## config.mk

```make
export PLATFORM = sky130hd
export DESIGN_NAME = fir_fold_ctrl
export DESIGN_NICKNAME = d
export VERILOG_FILES = /design/src/rtl/fir_fold_pkg.sv /design/src/rtl/fir_fold_mac.sv /design/src/rtl/fir_fold_ctrl.sv
export SDC_FILE = /design/constraint.sdc
export NUM_CORES = 1
export LEC_CHECK = 0
export ABC_AREA = 1
export CORE_ASPECT_RATIO = 1.75
export CORE_MARGIN = 2
export CORE_UTILIZATION = 58
export CTS_BUF_LIST = sky130_fd_sc_hd__clkbuf_4
export DETAILED_ROUTE_END_ITERATION = 7
export GPL_ROUTABILITY_DRIVEN = 0
export GPL_TIMING_DRIVEN = 1
export PLACE_DENSITY = 0.82
export SETUP_SLACK_MARGIN = 0.5
export SLEW_MARGIN = 20
export SYNTH_ARGS = -nofsm -noshare
export SYNTH_HDL_FRONTEND = slang
export SYNTH_SLANG_ARGS = --single-unit
```

## constraint.sdc

```tcl
create_clock -name CLK -period 9.6 [get_ports CLK]
set_input_delay 0.96 -clock CLK [delete_from_list [all_inputs] [get_ports CLK]]
set_output_delay 0.96 -clock CLK [all_outputs]
set_load 0.01 [all_outputs]
```

## src/rtl/fir_fold_pkg.sv

```systemverilog
// Shared constants and types for the folded FIR: widths, saturation limits
// and the sequencer state encoding.
package fir_fold_pkg;

  localparam int NT   = 11;
  localparam int WD   = 11;
  localparam int FRAC = 10;
  localparam int PW   = 22;
  localparam int AW   = 26;

  // Largest and smallest accumulator values that still fit the output after the Q1.10 shift
  localparam logic signed [AW-1:0] SAT_HI  = 26'sd1048575;
  localparam logic signed [AW-1:0] SAT_LO  = -26'sd1048576;
  localparam logic signed [WD-1:0] OUT_MAX = 11'sh3FF;
  localparam logic signed [WD-1:0] OUT_MIN = 11'sh400;

  typedef enum logic [1:0] {
    IDLE = 2'd0,
    MAC  = 2'd1,
    DONE = 2'd2
  } state_t;

endpackage

```

## src/rtl/fir_fold_mac.sv

```systemverilog
// Single multiply-accumulate unit shared by every tap of the folded filter.
// CLR wins over EN so a new sample always starts from an empty accumulator.
module fir_mac
  import fir_fold_pkg::*;
#(
  parameter int MWD = fir_fold_pkg::WD,
  parameter int MPW = fir_fold_pkg::PW,
  parameter int MAW = fir_fold_pkg::AW
) (
  input  logic                  CLK,
  input  logic                  RST,
  input  logic                  CLR,
  input  logic                  EN,
  input  logic signed [MWD-1:0] A,
  input  logic signed [MWD-1:0] B,
  output logic signed [MAW-1:0] ACC
);

  logic signed [MPW-1:0] product;
  logic signed [MAW-1:0] acc_q, acc_d;

  assign product = A * B;

  always_comb begin
    acc_d = acc_q;
    if (CLR) begin
      acc_d = '0;
    end else if (EN) begin
      acc_d = acc_q + MAW'(product);
    end
  end

  always_ff @(posedge CLK) begin
    if (RST) begin
      acc_q <= '0;
    end else begin
      acc_q <= acc_d;
    end
  end

  assign ACC = acc_q;

endmodule

```

## src/rtl/fir_fold_ctrl.sv

```systemverilog
// Folded FIR: one sample in, NT multiply-accumulate cycles, one saturated
// result out. Holds the sample ring, coefficient file, tap counter and FSM.
module fir_fold_ctrl #(
  parameter int NT = fir_fold_pkg::NT,
  parameter int WD = fir_fold_pkg::WD
) (
  input  logic          CLK,
  input  logic          RST,
  input  logic [WD-1:0] DIN,
  input  logic          VIN,
  output logic          RDY,
  input  logic          CWE,
  input  logic [3:0]    CADDR,
  input  logic [WD-1:0] CDATA,
  output logic [WD-1:0] DOUT,
  output logic          VOUT
);

  import fir_fold_pkg::*;

  localparam int IW = $clog2(NT);
  localparam logic [IW-1:0] LastTap = IW'(NT - 1);
  localparam logic [IW-1:0] NtIdx   = IW'(NT);

  state_t state_q, state_d;

  logic [IW-1:0] tapCnt_q, tapCnt_d;
  logic [IW-1:0] wrPtr_q, wrPtr_d;
  logic [IW-1:0] curPtr_q, curPtr_d;
  logic [IW-1:0] rdIdx;
  logic [WD-1:0] dout_q, dout_d;
  logic          vout_q, vout_d;
  logic [WD-1:0] satOut;
  logic [WD-1:0] sampleBuf_q [NT];
  logic [WD-1:0] coefFile_q [NT];

  logic                 accept;
  logic                 coefWrite;
  logic                 macClr;
  logic                 macEn;
  logic signed [AW-1:0] acc;

  assign RDY       = (state_q == IDLE) && !RST;
  assign accept    = VIN && RDY;
  assign coefWrite = CWE && RDY && (int'(CADDR) < NT);

  // Tap k reads the sample k positions older than the one just written, wrapping the ring
  assign rdIdx = (curPtr_q >= tapCnt_q) ? (curPtr_q - tapCnt_q)
                                        : (curPtr_q + NtIdx - tapCnt_q);

  fir_mac #(
    .MWD(WD),
    .MPW(PW),
    .MAW(AW)
  ) u_mac (
    .CLK(CLK),
    .RST(RST),
    .CLR(macClr),
    .EN (macEn),
    .A  (coefFile_q[tapCnt_q]),
    .B  (sampleBuf_q[rdIdx]),
    .ACC(acc)
  );

  always_comb begin
    if (acc > SAT_HI) begin
      satOut = OUT_MAX;
    end else if (acc < SAT_LO) begin
      satOut = OUT_MIN;
    end else begin
      satOut = acc[FRAC+WD-1:FRAC];
    end
  end

  always_comb begin
    state_d  = state_q;
    tapCnt_d = tapCnt_q;
    wrPtr_d  = wrPtr_q;
    curPtr_d = curPtr_q;
    dout_d   = dout_q;
    vout_d   = 1'b0;
    macClr   = 1'b0;
    macEn    = 1'b0;
    case (state_q)
      IDLE: begin
        if (accept) begin
          curPtr_d = wrPtr_q;
          wrPtr_d  = (wrPtr_q == LastTap) ? '0 : wrPtr_q + 1'b1;
          tapCnt_d = '0;
          macClr   = 1'b1;
          state_d  = MAC;
        end
      end
      MAC: begin
        macEn = 1'b1;
        if (tapCnt_q == LastTap) begin
          state_d = DONE;
        end else begin
          tapCnt_d = tapCnt_q + 1'b1;
        end
      end
      DONE: begin
        dout_d  = satOut;
        vout_d  = 1'b1;
        state_d = IDLE;
      end
      default: begin
        state_d = IDLE;
      end
    endcase
  end

  always_ff @(posedge CLK) begin
    if (RST) begin
      state_q  <= IDLE;
      tapCnt_q <= '0;
      wrPtr_q  <= '0;
      curPtr_q <= '0;
      dout_q   <= '0;
      vout_q   <= 1'b0;
    end else begin
      state_q  <= state_d;
      tapCnt_q <= tapCnt_d;
      wrPtr_q  <= wrPtr_d;
      curPtr_q <= curPtr_d;
      dout_q   <= dout_d;
      vout_q   <= vout_d;
    end
  end

  // A coefficient written on the accept edge is already in place for the first MAC cycle
  always_ff @(posedge CLK) begin
    if (RST) begin
      for (int i = 0; i < NT; i++) begin
        sampleBuf_q[i] <= '0;
        coefFile_q[i]  <= '0;
      end
    end else begin
      if (accept) begin
        sampleBuf_q[wrPtr_q] <= DIN;
      end
      if (coefWrite) begin
        coefFile_q[CADDR[IW-1:0]] <= CDATA;
      end
    end
  end

  assign DOUT = dout_q;
  assign VOUT = vout_q;

endmodule

```

==> results of run 1 <==
==> worst min-delay path by stage <==
stage                        end  slack [ns]
6_report            u_mac.ACC[4]        0.46
5_1_grt        coefFile_q[10][1]        0.48
4_1_cts        coefFile_q[10][1]        0.46
3_5_place_dp        u_mac.ACC[4]        0.45
3_3_place_gp   coefFile_q[10][7]        0.44
2_1_floorplan  coefFile_q[10][1]        0.42
==> Yosys cell counts, types with 16 or more instances <==
master      n  area share
nor2_1    333       0.051
a21oi_1   122       0.025
dfxtp_1    78       0.064
fa_1      161        0.13
clkbuf_1   50      0.0077
o211ai_1   23      0.0070
o21ai_0   121       0.025
nand2_1   329       0.050
nand3_2    16      0.0065
ha_1       75       0.038
inv_1     387       0.059
mux2i_1    37       0.015
edfxtp_1  330        0.40
buf_2      46      0.0094
nand3_1   331       0.068
==> flip-flops by register name, indices dropped and copies added (netlist names), named ones only <==
| signal | count |
|---|---|
| DOUT | 11 |
| sampleBuf_q | 176 |
| wrPtr_q | 4 |
| u_mac.ACC | 26 |
| coefFile_q | 176 |
| VOUT | 1 |
| state_q | 2 |
| tapCnt_q | 4 |
| curPtr_q | 4 |
==> kinds of logic after synthesis <==
group | count (synthesis)
buffers and inverters | 523
adders and majority gates | 236
and+or+nand+nor | 1049
AOI/OAI and AO/OA | 283
xor gates and xnor gates | 24
other | 1
DFF | 408
muxes | 44
==> worst max-delay path: cells and delay by family, from the launching register on <==
| kind | cells | cell delay [ns] |
|---|---|---|
| buf+inv | 7 | 0.79 |
| flops | 1 | 0.40 |
| compound gates | 2 | 0.68 |
| fa+ha+maj | 8 | 3.53 |
| simple gates | 15 | 3.00 |
==> routing by layer <==
layer	vias up	global-route usage
met2	989	0.551
met3	360	0.0580
met4	0	0.242
met1	8941	0.280
li1	8591	-
met5	-	0
==> layout make-up <==
class	count	area share
tap	555	0.0261
multi-input combinational	1691	0.418
antenna	2	0.000188
clock buffer	142	0.0400
inverter	406	0.0574
timing repair buffer	63	0.0217
clock inverter	25	0.00545
sequential	408	0.431
==> stage by stage <==
stage               hold WS, ns  utilization  area (sq um)  cells
floorplan                 0.425            -         24700   2622
global route              0.480        0.638         26600   3292
CTS                       0.463        0.638         26600   3290
finish                    0.465        0.638         26600   3292
detailed placement        0.453        0.609         25400   3123
global placement          0.436        0.609         25400   3123
==> impl_metrics.env, run 1 <==
export IMPL_root_buffer="clkbuf_4"
export IMPL_post_route_min_period_ns=8.51
export IMPL_num_rows=99
export IMPL_synth_top_family_by_area="simple AND/OR/NAND/NOR gates"
export IMPL_setup_slack_ns=1.09
export IMPL_rr_endpoint="u_mac.ACC[20]"
export IMPL_synth_async_reset_ratio=0
export IMPL_path_max_fanout=40
export IMPL_syn_to_final_growth_pct=8.64
export IMPL_fin_setup_tns_ns=0
export IMPL_yosys_area_share_xor_xnor=0.00858
export IMPL_seq_area_frac_synth=0.468
export IMPL_reg2reg_setup_slack_ns=1.09
export IMPL_fin_crit_sh=0.886
export IMPL_m1WireLength_mm=20.2
export IMPL_synth_edff_count=330
export IMPL_clk_pin_slew_ns=0.08
export IMPL_io_buffers=42
export IMPL_holdBufCountCts=0
export IMPL_required_ns=10.34
export IMPL_ys_ff_latch=408
export IMPL_grt_pass1_wl_mm=101
export IMPL_post_cts_buffers=0
export IMPL_grt_max_degree=86
export IMPL_endpoint_kind="register"
export IMPL_slew_headroom=0.351
export IMPL_postRouteWirelength_mm=64.3
export IMPL_drc=3
export IMPL_path_class="reg -> reg"
export IMPL_drt_iter0_markers=1776
export IMPL_ctsLongestPathBuffers=3
export IMPL_multi_input_area_sq_mm=0.0111
export IMPL_worst_slew_pin_transition_ns=0.974
export IMPL_critPathArrivalTime_ns=9.25
export IMPL_first_pass_iters=8
export IMPL_grt_pass1_vias=19900
export IMPL_violations="DRC"
export IMPL_ys_types=47
export IMPL_syn_inst=2568
export IMPL_mostFrequentLayoutCell="inv_1"
export IMPL_synthFlopType="edfxtp_1"
export IMPL_cp_startpoint="tapCnt_q[0]"
export IMPL_dieArea_sq_mm=0.0440
export IMPL_crit_end="u_mac.ACC[20]"
export IMPL_synth_simple_gate_area_frac=0.187
export IMPL_synth_mux_area_frac=0.0183
export IMPL_grt_use_total=0.295
export IMPL_crit_slowest_cell="nand2_2"
export IMPL_hold_path_startpoint="u_mac.ACC[4]"
export IMPL_numCtsBuffers=89
export IMPL_syn_area_per_cell_sq_um=9.54
export IMPL_ys_warn_count=0
export IMPL_reg2reg_depth=32
export IMPL_fp_coreArea_sq_mm=0.0417
export IMPL_post_cts_resized=0
export IMPL_via_count=18900
export IMPL_final_cell_mix="386 x inv_1, 331 x nand3_1, 330 x edfxtp_1"
export IMPL_die_w_microns=159
export IMPL_antenna_left=0
export IMPL_start_kind="register"
export IMPL_finalHoldViolCount=0
export IMPL_cts_tree="done"
export IMPL_synth_compound_area_share=0.0617
export IMPL_status="finished with violations"
export IMPL_dp_hpwl_mm=47.0
export IMPL_slew_viol_final=0
export IMPL_fmax_ghz=0.118
export IMPL_rsz0062_at_grt="false"
export IMPL_cts_htree_levels=3
export IMPL_wl_met2_mm=34.2
export IMPL_fillers=3251
export IMPL_holdCritPathClass="reg -> reg"
export IMPL_syn_area_sq_mm=0.0245
export IMPL_nets=2925
export IMPL_wl_met3_mm=4.34
export IMPL_pre_cts_ws_ns=1.29
export IMPL_hold_path_depth=2
export IMPL_insertion_delay_ns=0.83
export IMPL_critPathMaxStageDelay_ns=0.79
export IMPL_regToRegStartpoint="tapCnt_q[0]"
export IMPL_wl_per_cell_microns=19.5
export IMPL_final_setup_viol_count=0
export IMPL_fin_skew_ns=0.103
export IMPL_synth_fa_ha_area_frac=0.170
export IMPL_maxCapViolCount=0
export IMPL_via_per_inst=5.74
export IMPL_grt_antenna_before_repair=2
export IMPL_die_h_microns=276
export IMPL_clock_sinks=408
export IMPL_initial_core_util=0.587
export IMPL_regArea_sq_mm=0.0115
export IMPL_layout_drive_gt1_share=0.0819
export IMPL_highest_layer="met4"
export IMPL_ios=43
export IMPL_gr_total_overflow=0
Power of run 1 is not shown: default switching activity piles up to over one toggle a cycle in this logic, so the estimate is an artifact.
==> inputs of run 2 (changes only) <==
--- a/config.mk
+++ b/config.mk
@@ -18,4 +18,5 @@
 export SLEW_MARGIN = 20
 export SYNTH_ARGS = -nofsm -noshare
 export SYNTH_HDL_FRONTEND = slang
+export SYNTH_HIERARCHICAL = 1
 export SYNTH_SLANG_ARGS = --single-unit
==> run 2 against run 1 <==
- the run now ends clean
- via count up 5.2%
- non-clock buffer count is 1 higher
- clock skew shrank 0.025 ns
- sequential cell count unchanged
- global-route usage grew 0.56 points
- synthesized area rose by 3.7%
- sequential share of layout area decreased by 1.3 points
- critical endpoint is now u_mac/ACC[25]
==> impl_metrics.env, run 2 <==
export IMPL_mostFrequentLayoutCell="inv_1"
export IMPL_slew_viol_final=0
export IMPL_fin_skew_ns=0.0773
export IMPL_grt_pass1_wl_mm=105
export IMPL_fin_setup_tns_ns=0
export IMPL_slew_headroom=0.264
export IMPL_setup_slack_ns=1.24
export IMPL_netlist_top_cells_area="edfxtp_1 39%, fa_1 13%, inv_1 9.1%"
export IMPL_path_max_fanout=45
export IMPL_required_ns=10.36
export IMPL_dp_hpwl_mm=48.7
export IMPL_cts_htree_levels=3
export IMPL_cpLargestDelayFamily="adder cells"
export IMPL_final_setup_viol_count=0
export IMPL_fp_coreArea_sq_mm=0.0433
export IMPL_clk_pin_slew_ns=0.07
export IMPL_crit_slowest_cell="fa_1"
export IMPL_regArea_sq_mm=0.0115
export IMPL_fmax_ghz=0.120
export IMPL_ys_ff_latch=408
export IMPL_root_buffer="clkbuf_4"
export IMPL_io_buffers=42
export IMPL_antenna_left=0
export IMPL_ios=43
export IMPL_drt_iter0_markers=1879
export IMPL_grt_use_total=0.301
export IMPL_status="finished, final reports clean"
export IMPL_post_cts_resized=0
export IMPL_pre_cts_ws_ns=1.42
export IMPL_holdBufCountCts=0
export IMPL_grt_pass1_vias=21000
export IMPL_cp_common_cell="nand2_1"
export IMPL_synthFlopType="edfxtp_1"
export IMPL_start_kind="register"
export IMPL_initial_core_util=0.587
export IMPL_rsz0062_at_grt="false"
export IMPL_grt_max_degree=64
export IMPL_synth_top_area_share=0.390
export IMPL_ys_types=47
export IMPL_gr_total_overflow=0
export IMPL_grt_antenna_before_repair=2
export IMPL_path_class="reg -> reg"
export IMPL_wl_per_cell_microns=18.8
export IMPL_syn_area_sq_mm=0.0254
export IMPL_holdCritPathClass="reg -> reg"
export IMPL_die_h_microns=281
export IMPL_fillers=3416
export IMPL_drc=0
export IMPL_clock_sinks=408
export IMPL_stdcell_area_sq_mm=0.0274
export IMPL_post_cts_buffers=0
export IMPL_die_w_microns=162
export IMPL_syn_area_per_cell_sq_um=8.94
export IMPL_critPathArrivalTime_ns=9.11
export IMPL_critPathMaxStageDelay_ns=0.67
export IMPL_syn_to_final_growth_pct=7.92
export IMPL_postRouteWirelength_mm=66.8
export IMPL_insertion_delay_ns=0.88
export IMPL_first_pass_iters=7
export IMPL_numCtsBuffers=92
export IMPL_final_cell_mix="616 x inv_1, 475 x nand2_1, 330 x edfxtp_1"
export IMPL_fin_crit_sh=0.871
export IMPL_seq_area_frac_synth=0.451
export IMPL_ys_warn_count=6
export IMPL_synth_async_reset_ratio=0
export IMPL_crit_buf_inv=7
export IMPL_place_area_sq_mm=0.0263
export IMPL_worst_slew_pin_transition_ns=1.10
export IMPL_nets=3184
export IMPL_synthMostInstantiatedCell="inv_1"
export IMPL_endpoint_kind="register"
export IMPL_syn_inst=2845
export IMPL_yosysTopAreaCell="edfxtp_1"
export IMPL_via_count=19900
export IMPL_ctsLongestPathBuffers=3
export IMPL_post_route_min_period_ns=8.36
export IMPL_dieArea_sq_mm=0.0456
export IMPL_synth_edff_count=330
export IMPL_whs_ns=0.459
export IMPL_via_per_inst=5.59
export IMPL_num_rows=101
export IMPL_multi_input_area_sq_mm=0.0111
export IMPL_finalHoldViolCount=0
export IMPL_layout_drive_gt1_share=0.0793
export IMPL_cts_tree="done"
export IMPL_maxCapViolCount=0
export IMPL_ys_top_cells_by_count="616 x inv_1, 475 x nand2_1, 330 x edfxtp_1, 303 x nor2_1, 272 x nand3_1"
[run 2: logic make-up (layout without fill, tap and decap cells)]
group	count (synthesis)	count (layout)	share of synthesized area
other	1	57	0.000147
XOR/XNOR	15	15	0.00517
AND/OR/NAND/NOR	1113	1113	0.186
buffers and inverters	771	860	0.119
flip-flops	408	408	0.451
multiplexers	44	44	0.0173
adder cells (fa/ha/maj)	236	236	0.163
AO/OA/AOI/OAI	257	257	0.0580
[run 2: worst reg2reg max path: cells and delay by family, from the launching register on]
| kind | cells | cell delay, ns |
|---|---|---|
| buffers and inverters | 7 | 0.64 |
| adder cells (fa/ha/maj) | 8 | 3.72 |
| AO/OA/AOI/OAI | 2 | 0.49 |
| flip-flops | 1 | 0.31 |
| AND/OR/NAND/NOR | 17 | 3.11 |
[run 2: metrics by stage]
| step | cells | utilization |
|---|---|---|
| 2_1_floorplan | 2899 | - |
| 3_3_place_gp | 3390 | 0.606 |
| 3_5_place_dp | 3390 | 0.606 |
| 4_1_cts | 3554 | 0.633 |
| 5_1_grt | 3556 | 0.633 |
| 6_report | 3556 | 0.633 |
[run 2: layout make-up]
class                      instances  area share
antenna                            2    0.000182
clock inverter                    32     0.00584
inverter                         632      0.0865
multi-input combinational       1720       0.406
timing repair buffer              64      0.0213
tap                              566      0.0258
sequential                       408       0.418
clock buffer                     132      0.0361
[run 2: per-layer routing]
metal / routed length (microns) / up-vias / track usage
met4: 6580 / 0 / 0.267
met3: 4860 / 394 / 0.0528
met1: 20500 / 9333 / 0.295
li1: - / 9059 / -
met5: 0 / - / 0
met2: 34800 / 1075 / 0.537
[run 2: final timing paths]
kind,start,to,slack (ns),depth (start not counted)
setup reg to reg,curPtr_q[0],u_mac/ACC[25],1.24,34
setup / recovery,curPtr_q[0],u_mac/ACC[25],1.24,34
hold / removal,sampleBuf_q[10][4],sampleBuf_q[10][4],0.46,2
hold reg to reg,sampleBuf_q[10][4],sampleBuf_q[10][4],0.46,2
Power of run 2 is left out for the same reason.
